`src/rtl/pe_pkg.sv`:
```
// Definitions shared by the operand feeder and the serial PE: element width,
// feeder FSM states and the bit positions inside pe_ctl.
package pe_pkg;

    localparam int DW = 16;

    // pe_ctl bit positions
    localparam int CTL_FIRST = 0;  // PE loads the product and drops its accumulator
    localparam int CTL_LAST  = 1;  // PE emits its accumulated result

    typedef enum logic [1:0] {
        IDLE = 2'd0,
        RUN  = 2'd1,
        FIN  = 2'd2
    } state_t;

    // Pairs in one job: elements per dot product times dot products per job
    function automatic logic [15:0] job_total(input logic [7:0] len, input logic [7:0] num);
        return 16'(len) * 16'(num);
    endfunction

endpackage

```
`src/rtl/pe_feeder_if.sv`:
```
// Job control, operand input stream and PE operand output bundle of pe_feeder.
//
// Handshake rule for the input stream: a pair moves on a rising edge where
// in_vld and in_rdy are both high. in_rdy never depends on in_vld. Once in_vld
// is raised, the source holds it and the operands stable until the transfer.
// The PE side has no back-pressure: pe_vld marks a valid operand cycle.
interface pe_feeder_if #(
    parameter int DW = pe_pkg::DW
);
    import pe_pkg::*;

    logic                 start;
    logic [7:0]           cfg_len;
    logic [7:0]           cfg_num;
    logic                 in_vld;
    logic                 in_rdy;
    logic signed [DW-1:0] in_neuron;
    logic signed [DW-1:0] in_weight;
    logic [DW-1:0]        pe_neuron;
    logic [DW-1:0]        pe_weight;
    logic [1:0]           pe_ctl;
    logic                 pe_vld;
    logic                 busy;
    logic                 done;
    state_t               dbg_state;

    // Feeder side
    modport slave (
        input  start, cfg_len, cfg_num, in_vld, in_neuron, in_weight,
        output in_rdy, pe_neuron, pe_weight, pe_ctl, pe_vld, busy, done, dbg_state
    );

    // Job controller / operand source side
    modport master (
        output start, cfg_len, cfg_num, in_vld, in_neuron, in_weight,
        input  in_rdy, pe_neuron, pe_weight, pe_ctl, pe_vld, busy, done, dbg_state
    );

endinterface

```
`src/rtl/pe_pair_fifo.sv`:
```
// Synchronous FIFO for {neuron, weight} operand pairs. Read data is the
// registered head entry; a pair written this cycle is only visible from the
// next cycle (no pass-through). DEPTH must be a power of two, at least 2.
module pe_pair_fifo #(
    parameter int W     = 32,
    parameter int DEPTH = 4
) (
    input  logic         clk,
    input  logic         rst,
    input  logic         push,
    input  logic [W-1:0] wr_data,
    input  logic         pop,
    output logic [W-1:0] rd_data,
    output logic         full,
    output logic         empty
);

    localparam int AW = $clog2(DEPTH);

    logic [W-1:0] mem [DEPTH];
    // One extra pointer bit tells full from empty when the indices match
    logic [AW:0]  wr_ptr;
    logic [AW:0]  rd_ptr;
    logic         do_push;
    logic         do_pop;

    assign do_push = push && !full;
    assign do_pop  = pop && !empty;

    assign empty   = (wr_ptr == rd_ptr);
    assign full    = (wr_ptr[AW] != rd_ptr[AW]) && (wr_ptr[AW-1:0] == rd_ptr[AW-1:0]);
    assign rd_data = mem[rd_ptr[AW-1:0]];

    // Storage write; contents need no reset because the pointers gate them
    always_ff @(posedge clk) begin
        if (do_push) begin
            mem[wr_ptr[AW-1:0]] <= wr_data;
        end
    end

    // Pointer update; reset empties the FIFO
    always_ff @(posedge clk) begin
        if (rst) begin
            wr_ptr <= '0;
            rd_ptr <= '0;
        end else begin
            if (do_push) begin
                wr_ptr <= wr_ptr + {{AW{1'b0}}, 1'b1};
            end
            if (do_pop) begin
                rd_ptr <= rd_ptr + {{AW{1'b0}}, 1'b1};
            end
        end
    end

endmodule

```
`src/rtl/pe_feeder.sv`:
```
// Operand feeder for a serial dot-product PE. Buffers incoming neuron/weight
// pairs, then issues one pair per cycle with first/last element markers so the
// PE knows when to restart its accumulator and when to emit a result.
module pe_feeder
    import pe_pkg::*;
#(
    parameter int DW         = pe_pkg::DW,
    parameter int FIFO_DEPTH = 4
) (
    input logic        clk,
    input logic        rst,
    pe_feeder_if.slave bus
);

    state_t          state;
    state_t          state_nxt;

    logic [7:0]      len_q;
    logic [7:0]      num_q;
    logic [15:0]     total_q;
    logic [15:0]     loaded_q;
    logic [7:0]      elem_q;
    logic [7:0]      vec_q;

    logic [DW-1:0]   pe_neuron_q;
    logic [DW-1:0]   pe_weight_q;
    logic [1:0]      pe_ctl_q;
    logic            pe_vld_q;
    logic            pe_final_q;

    logic            start_ok;
    logic            zero_job;
    logic            push;
    logic            pop;
    logic            full;
    logic            empty;
    logic [2*DW-1:0] fifo_rd;
    logic            elem_last;
    logic            vec_last;
    logic [1:0]      ctl_nxt;

    assign start_ok  = (state == IDLE) && bus.start;
    assign zero_job  = (bus.cfg_len == 8'd0) || (bus.cfg_num == 8'd0);

    // Acceptance looks only at registered state so in_rdy has no in_vld path
    assign bus.in_rdy = (state == RUN) && !full && (loaded_q < total_q);
    assign push       = bus.in_vld && bus.in_rdy;
    assign pop        = (state == RUN) && !empty;

    assign elem_last = (elem_q == (len_q - 8'd1));
    assign vec_last  = (vec_q == (num_q - 8'd1));

    pe_pair_fifo #(
        .W     (2 * DW),
        .DEPTH (FIFO_DEPTH)
    ) u_fifo (
        .clk     (clk),
        .rst     (rst),
        .push    (push),
        .wr_data ({bus.in_neuron, bus.in_weight}),
        .pop     (pop),
        .rd_data (fifo_rd),
        .full    (full),
        .empty   (empty)
    );

    // Control bits for the pair being popped this cycle
    always_comb begin
        ctl_nxt            = '0;
        ctl_nxt[CTL_FIRST] = (elem_q == 8'd0);
        ctl_nxt[CTL_LAST]  = elem_last;
    end

    // Next state: a zero-length job skips RUN; RUN ends once the final pair is on pe_*
    always_comb begin
        state_nxt = state;
        case (state)
            IDLE: begin
                if (bus.start) begin
                    state_nxt = zero_job ? FIN : RUN;
                end
            end
            RUN: begin
                if (pe_vld_q && pe_final_q) begin
                    state_nxt = FIN;
                end
            end
            FIN: begin
                state_nxt = IDLE;
            end
            default: begin
                state_nxt = IDLE;
            end
        endcase
    end

    // State register
    always_ff @(posedge clk) begin
        if (rst) begin
            state <= IDLE;
        end else begin
            state <= state_nxt;
        end
    end

    // Job configuration and load counter; total is latched once per job
    always_ff @(posedge clk) begin
        if (rst) begin
            len_q    <= '0;
            num_q    <= '0;
            total_q  <= '0;
            loaded_q <= '0;
        end else if (start_ok) begin
            len_q    <= bus.cfg_len;
            num_q    <= bus.cfg_num;
            total_q  <= job_total(bus.cfg_len, bus.cfg_num);
            loaded_q <= '0;
        end else if (push) begin
            loaded_q <= loaded_q + 16'd1;
        end
    end

    // Element and vector position; both advance only when a pair is issued
    always_ff @(posedge clk) begin
        if (rst) begin
            elem_q <= '0;
            vec_q  <= '0;
        end else if (start_ok) begin
            elem_q <= '0;
            vec_q  <= '0;
        end else if (pop) begin
            if (elem_last) begin
                elem_q <= '0;
                vec_q  <= vec_q + 8'd1;
            end else begin
                elem_q <= elem_q + 8'd1;
            end
        end
    end

    // Registered PE operands; cycles without a pop drive an all-zero bubble
    always_ff @(posedge clk) begin
        if (rst) begin
            pe_vld_q    <= 1'b0;
            pe_ctl_q    <= '0;
            pe_neuron_q <= '0;
            pe_weight_q <= '0;
            pe_final_q  <= 1'b0;
        end else if (pop) begin
            pe_vld_q    <= 1'b1;
            pe_ctl_q    <= ctl_nxt;
            pe_neuron_q <= fifo_rd[2*DW-1:DW];
            pe_weight_q <= fifo_rd[DW-1:0];
            pe_final_q  <= elem_last && vec_last;
        end else begin
            pe_vld_q    <= 1'b0;
            pe_ctl_q    <= '0;
            pe_neuron_q <= '0;
            pe_weight_q <= '0;
            pe_final_q  <= 1'b0;
        end
    end

    assign bus.pe_vld    = pe_vld_q;
    assign bus.pe_ctl    = pe_ctl_q;
    assign bus.pe_neuron = pe_neuron_q;
    assign bus.pe_weight = pe_weight_q;
    assign bus.busy      = (state != IDLE);
    assign bus.done      = (state == FIN);
    assign bus.dbg_state = state;

endmodule

```
`src/flat_wrapper.sv`:
```
// flat-port wrapper written by rule: the top's interface ports become plain ports
module pe_feeder_flat import pe_pkg::*;
#(
    parameter int DW         = pe_pkg::DW,
    parameter int FIFO_DEPTH = 4
)
  (clk, rst, bus_start, bus_cfg_len, bus_cfg_num, bus_in_vld, bus_in_neuron, bus_in_weight, bus_in_rdy, bus_pe_neuron, bus_pe_weight, bus_pe_ctl, bus_pe_vld, bus_busy, bus_done, bus_dbg_state);
  pe_feeder_if #(.DW(DW)) bus_i ();
  input logic clk;
  input logic rst;
  input wire logic [$bits(bus_i.start)-1:0] bus_start;
  input wire logic [$bits(bus_i.cfg_len)-1:0] bus_cfg_len;
  input wire logic [$bits(bus_i.cfg_num)-1:0] bus_cfg_num;
  input wire logic [$bits(bus_i.in_vld)-1:0] bus_in_vld;
  input wire logic [$bits(bus_i.in_neuron)-1:0] bus_in_neuron;
  input wire logic [$bits(bus_i.in_weight)-1:0] bus_in_weight;
  output wire logic [$bits(bus_i.in_rdy)-1:0] bus_in_rdy;
  output wire logic [$bits(bus_i.pe_neuron)-1:0] bus_pe_neuron;
  output wire logic [$bits(bus_i.pe_weight)-1:0] bus_pe_weight;
  output wire logic [$bits(bus_i.pe_ctl)-1:0] bus_pe_ctl;
  output wire logic [$bits(bus_i.pe_vld)-1:0] bus_pe_vld;
  output wire logic [$bits(bus_i.busy)-1:0] bus_busy;
  output wire logic [$bits(bus_i.done)-1:0] bus_done;
  output wire logic [$bits(bus_i.dbg_state)-1:0] bus_dbg_state;
  assign bus_i.start = bus_start;
  assign bus_i.cfg_len = bus_cfg_len;
  assign bus_i.cfg_num = bus_cfg_num;
  assign bus_i.in_vld = bus_in_vld;
  assign bus_i.in_neuron = bus_in_neuron;
  assign bus_i.in_weight = bus_in_weight;
  assign bus_in_rdy = bus_i.in_rdy;
  assign bus_pe_neuron = bus_i.pe_neuron;
  assign bus_pe_weight = bus_i.pe_weight;
  assign bus_pe_ctl = bus_i.pe_ctl;
  assign bus_pe_vld = bus_i.pe_vld;
  assign bus_busy = bus_i.busy;
  assign bus_done = bus_i.done;
  assign bus_dbg_state = bus_i.dbg_state;
  pe_feeder #(.DW(DW), .FIFO_DEPTH(FIFO_DEPTH)) u_core (.clk(clk), .rst(rst), .bus(bus_i));
endmodule
```
`config.mk`:
```
export PLATFORM = sky130hd
export DESIGN_NAME = pe_feeder_flat
export DESIGN_NICKNAME = d
export VERILOG_FILES = /design/src/rtl/pe_pkg.sv /design/src/rtl/pe_feeder_if.sv /design/src/rtl/pe_pair_fifo.sv /design/src/rtl/pe_feeder.sv /design/src/flat_wrapper.sv
export SDC_FILE = /design/constraint.sdc
export NUM_CORES = 1
export LEC_CHECK = 0
export CAP_MARGIN = 15
export CORE_UTILIZATION = 59
export DETAILED_ROUTE_END_ITERATION = 10
export PLACE_DENSITY = 0.91
export SLEW_MARGIN = 5
export SYNTH_ARGS = -nofsm -noshare
export SYNTH_HDL_FRONTEND = slang
export SYNTH_SLANG_ARGS = --single-unit
export TNS_END_PERCENT = 1
```
`constraint.sdc`:
```
create_clock -name clk -period 7.5 [get_ports clk]
set_clock_uncertainty 0.1 [all_clocks]
set_input_delay 1.5 -clock clk [delete_from_list [all_inputs] [get_ports clk]]
set_output_delay 1.5 -clock clk [all_outputs]
set_load 0.01 [all_outputs]
```
==> flow_summary.ini <==
[status]
outcome = finished clean

[cts]
cts_setup_buffers = 0
clk_pin_slew_ps = 60
cts-htree-levels = 1
numCtsBuffers = 24
clock-sinks = 236
cts_root_buf = clkbuf_16
clkLatencyLatePin_ps = 530
clockBufferDepth = 3
holdBufCountCts = 0
cts_resized = 0
cts_tree = done

[sta]
worst_pin_slew_ps = 1010
slew_viol_final = 0
hold_viol = 0
setup_tns_ps = 0
fmax_ghz = 0.171
min_period_over_period_pct = 77.9
whs_ps = 354
fin_crit_ps = 5850
maxSlewHeadroom_pct = 32.7
rsz0062_at_grt = no
finalSetupViolCount = 0

[logic_synthesis]
ys.warnings.count = 0
ys_ff_latch = 236
synth_async_sr_flop_share_pct = 0
post_synth_instance_area_um2 = 12000
avgSynthCellArea_um2 = 11.7
yosys-top-cells-area = edfxtp_1 32%, dfxtp_1 18%, ha_1 6.5%
synth-edff-count = 128
netlist_instances = 1023
ys_dominant_reg_cell = edfxtp_1
synthTopCellsByCount = 128 x edfxtp_1, 108 x dfxtp_1, 95 x nand2_1
ys_types = 64
synth_nets = 1173
yosysMostFrequentCell = edfxtp_1
synth_top_area_share_pct = 32.1
yosys.area.top_type = edfxtp_1
seq_area_frac_synth_pct = 50.2

[worst_setup_path]
cp_max_fo = 10
start_kind = primary input
cp.required_ps = 7780
critPathKind = primary input to flop
crit_arrival_ps = 6130
crit_path_end_kind = flop

[finish]
drive_above_1_share_pct = 11.1
syn_to_final_growth_pct = 16.5
final_net_count = 1250
antennaDiodeCount = 0
fillCellCount = 1294

[global_route]
grt_first_pass_wirelength_um = 43700
grt_start_max_net_pins = 45
track_usage_pct = 27.6
overflow = 0
grt_pass1_vias = 8398
antenna_found_initial = 0

[power]
leakagePower_uw = 0.00525
ir_worst_vdd_uv = 223
pwr_density_cell_nw_per_um2 = 243
power.total_uw = 3380

[floorplanning]
initial_core_util_pct = 60.9
row_count = 51
core_area_um2 = 19700
fp.dieW_um = 144
die-area_um2 = 20800
die_h_um = 144
io_pins = 92

[run]
maxCapViolCount = 0

[detailed_routing]
viasPerCell = 6.03
drt_iter0_drc = 695
drc = 0
ant_nets = 0
drt-total-wl_um = 27600
firstDrtPassIters = 5
num_vias = 8336
wl_per_cell_um = 19.9

[placement]
globalplace.congestion = 0.844
dp_hpwl_um = 17700
io_buffers = 91

[worst_hold_path]
hold_class = flop to flop
[sequential cells by signal, summed over array words and instances, names as in the netlist]
name                  flops
u_core.u_fifo.mem       128
u_core.pe_final_q         1
u_core.bus.pe_neuron     16
u_core.u_fifo.wr_ptr      3
u_core.num_q              8
u_core.len_q              8
u_core.total_q           16
u_core.loaded_q          16
u_core.bus.dbg_state      2
u_core.bus.pe_vld         1
u_core.elem_q             8
u_core.bus.pe_ctl         2
u_core.vec_q              8
u_core.bus.pe_weight     16
u_core.u_fifo.rd_ptr      3
[placed cells by master, fill, tap and decap left out, types with 36 or more instances in the layout]
| master | Yosys | final |
|---|---|---|
| dfxtp_1 | 108 | 107 |
| clkdlybuf4s50_1 | 0 | 91 |
| ha_1 | 62 | 62 |
| fa_1 | 36 | 36 |
| a21oi_1 | 40 | 40 |
| nand2_1 | 95 | 95 |
| nor2_1 | 43 | 42 |
| and2_1 | 56 | 56 |
| inv_1 | 79 | 79 |
| and3_1 | 42 | 42 |
| edfxtp_1 | 128 | 128 |
[power breakdown]
part           leakage, uW  switching, uW  internal, uW
registers          0.00203           27.3          1410
logic              0.00282            405           307
clock network     0.000402            505           727
total              0.00525            937          2450
[layout make-up]
cell class	instances	area [um^2]	share of cell area (%)
Clock buffer	30	653	4.69
Clock inverter	14	176	1.27
Inverter	79	297	2.13
Multi-Input combinational cell	657	5470	39.3
Sequential cell	236	6010	43.1
Tap cell	265	332	2.38
Timing Repair Buffer	102	993	7.13
[final timing paths]
check	from	end	slack, ps	cells after the start
setup / recovery	bus_cfg_len[1]	u_core.total_q[14]	1650	15
hold / removal	u_core.total_q[8]	u_core.total_q[8]	350	2
setup reg to reg	u_core.loaded_q[9]	u_core.u_fifo.mem[3][23]	4000	7
hold reg to reg	u_core.total_q[8]	u_core.total_q[8]	350	2
[metal layers]
| metal | share of wire, % | GRT usage, % | vias to the layer above | routed length, um |
|---|---|---|---|---|
| li1 | - | - | 3806 | - |
| met1 | 38 | 34.4 | 4112 | 10600 |
| met2 | 51 | 48.2 | 350 | 14100 |
| met3 | 6.7 | 4.60 | 68 | 1850 |
| met4 | 3.5 | 10.5 | 0 | 975 |
| met5 | 0 | 0 | - | 0 |
[through the flow]
stage,util (%),instances,setup WS (ps),cell area [um^2]
finish,70.9,1383,1650,13900
global route,70.9,1383,1410,13900
CTS,70.9,1383,1660,13900
detailed placement,66.7,1339,1150,13100
global placement,66.7,1339,1260,13100
floorplan,-,1023,1830,12000
[critical path, stage by stage]
cell and delay [ps]:
clkdlybuf4s50_1 650, nand2_1 130, fa_1 500, fa_1 560
inv_1 60, fa_1 530, inv_1 60, fa_1 530
inv_1 40, ha_1 240, or3_1 400, a2111oi_0 290
a211oi_1 150, a222oi_1 340, o211ai_1 150
[cell families after synthesis]
kind of cell,synth area share [%]
compound gates,6.54
xor+xnor,2.86
fa+ha+maj,12.5
buf+inv,4.19
flops,50.2
mux,7.53
simple gates,16.2
Note: power is estimated with default switching activity, not from simulation.
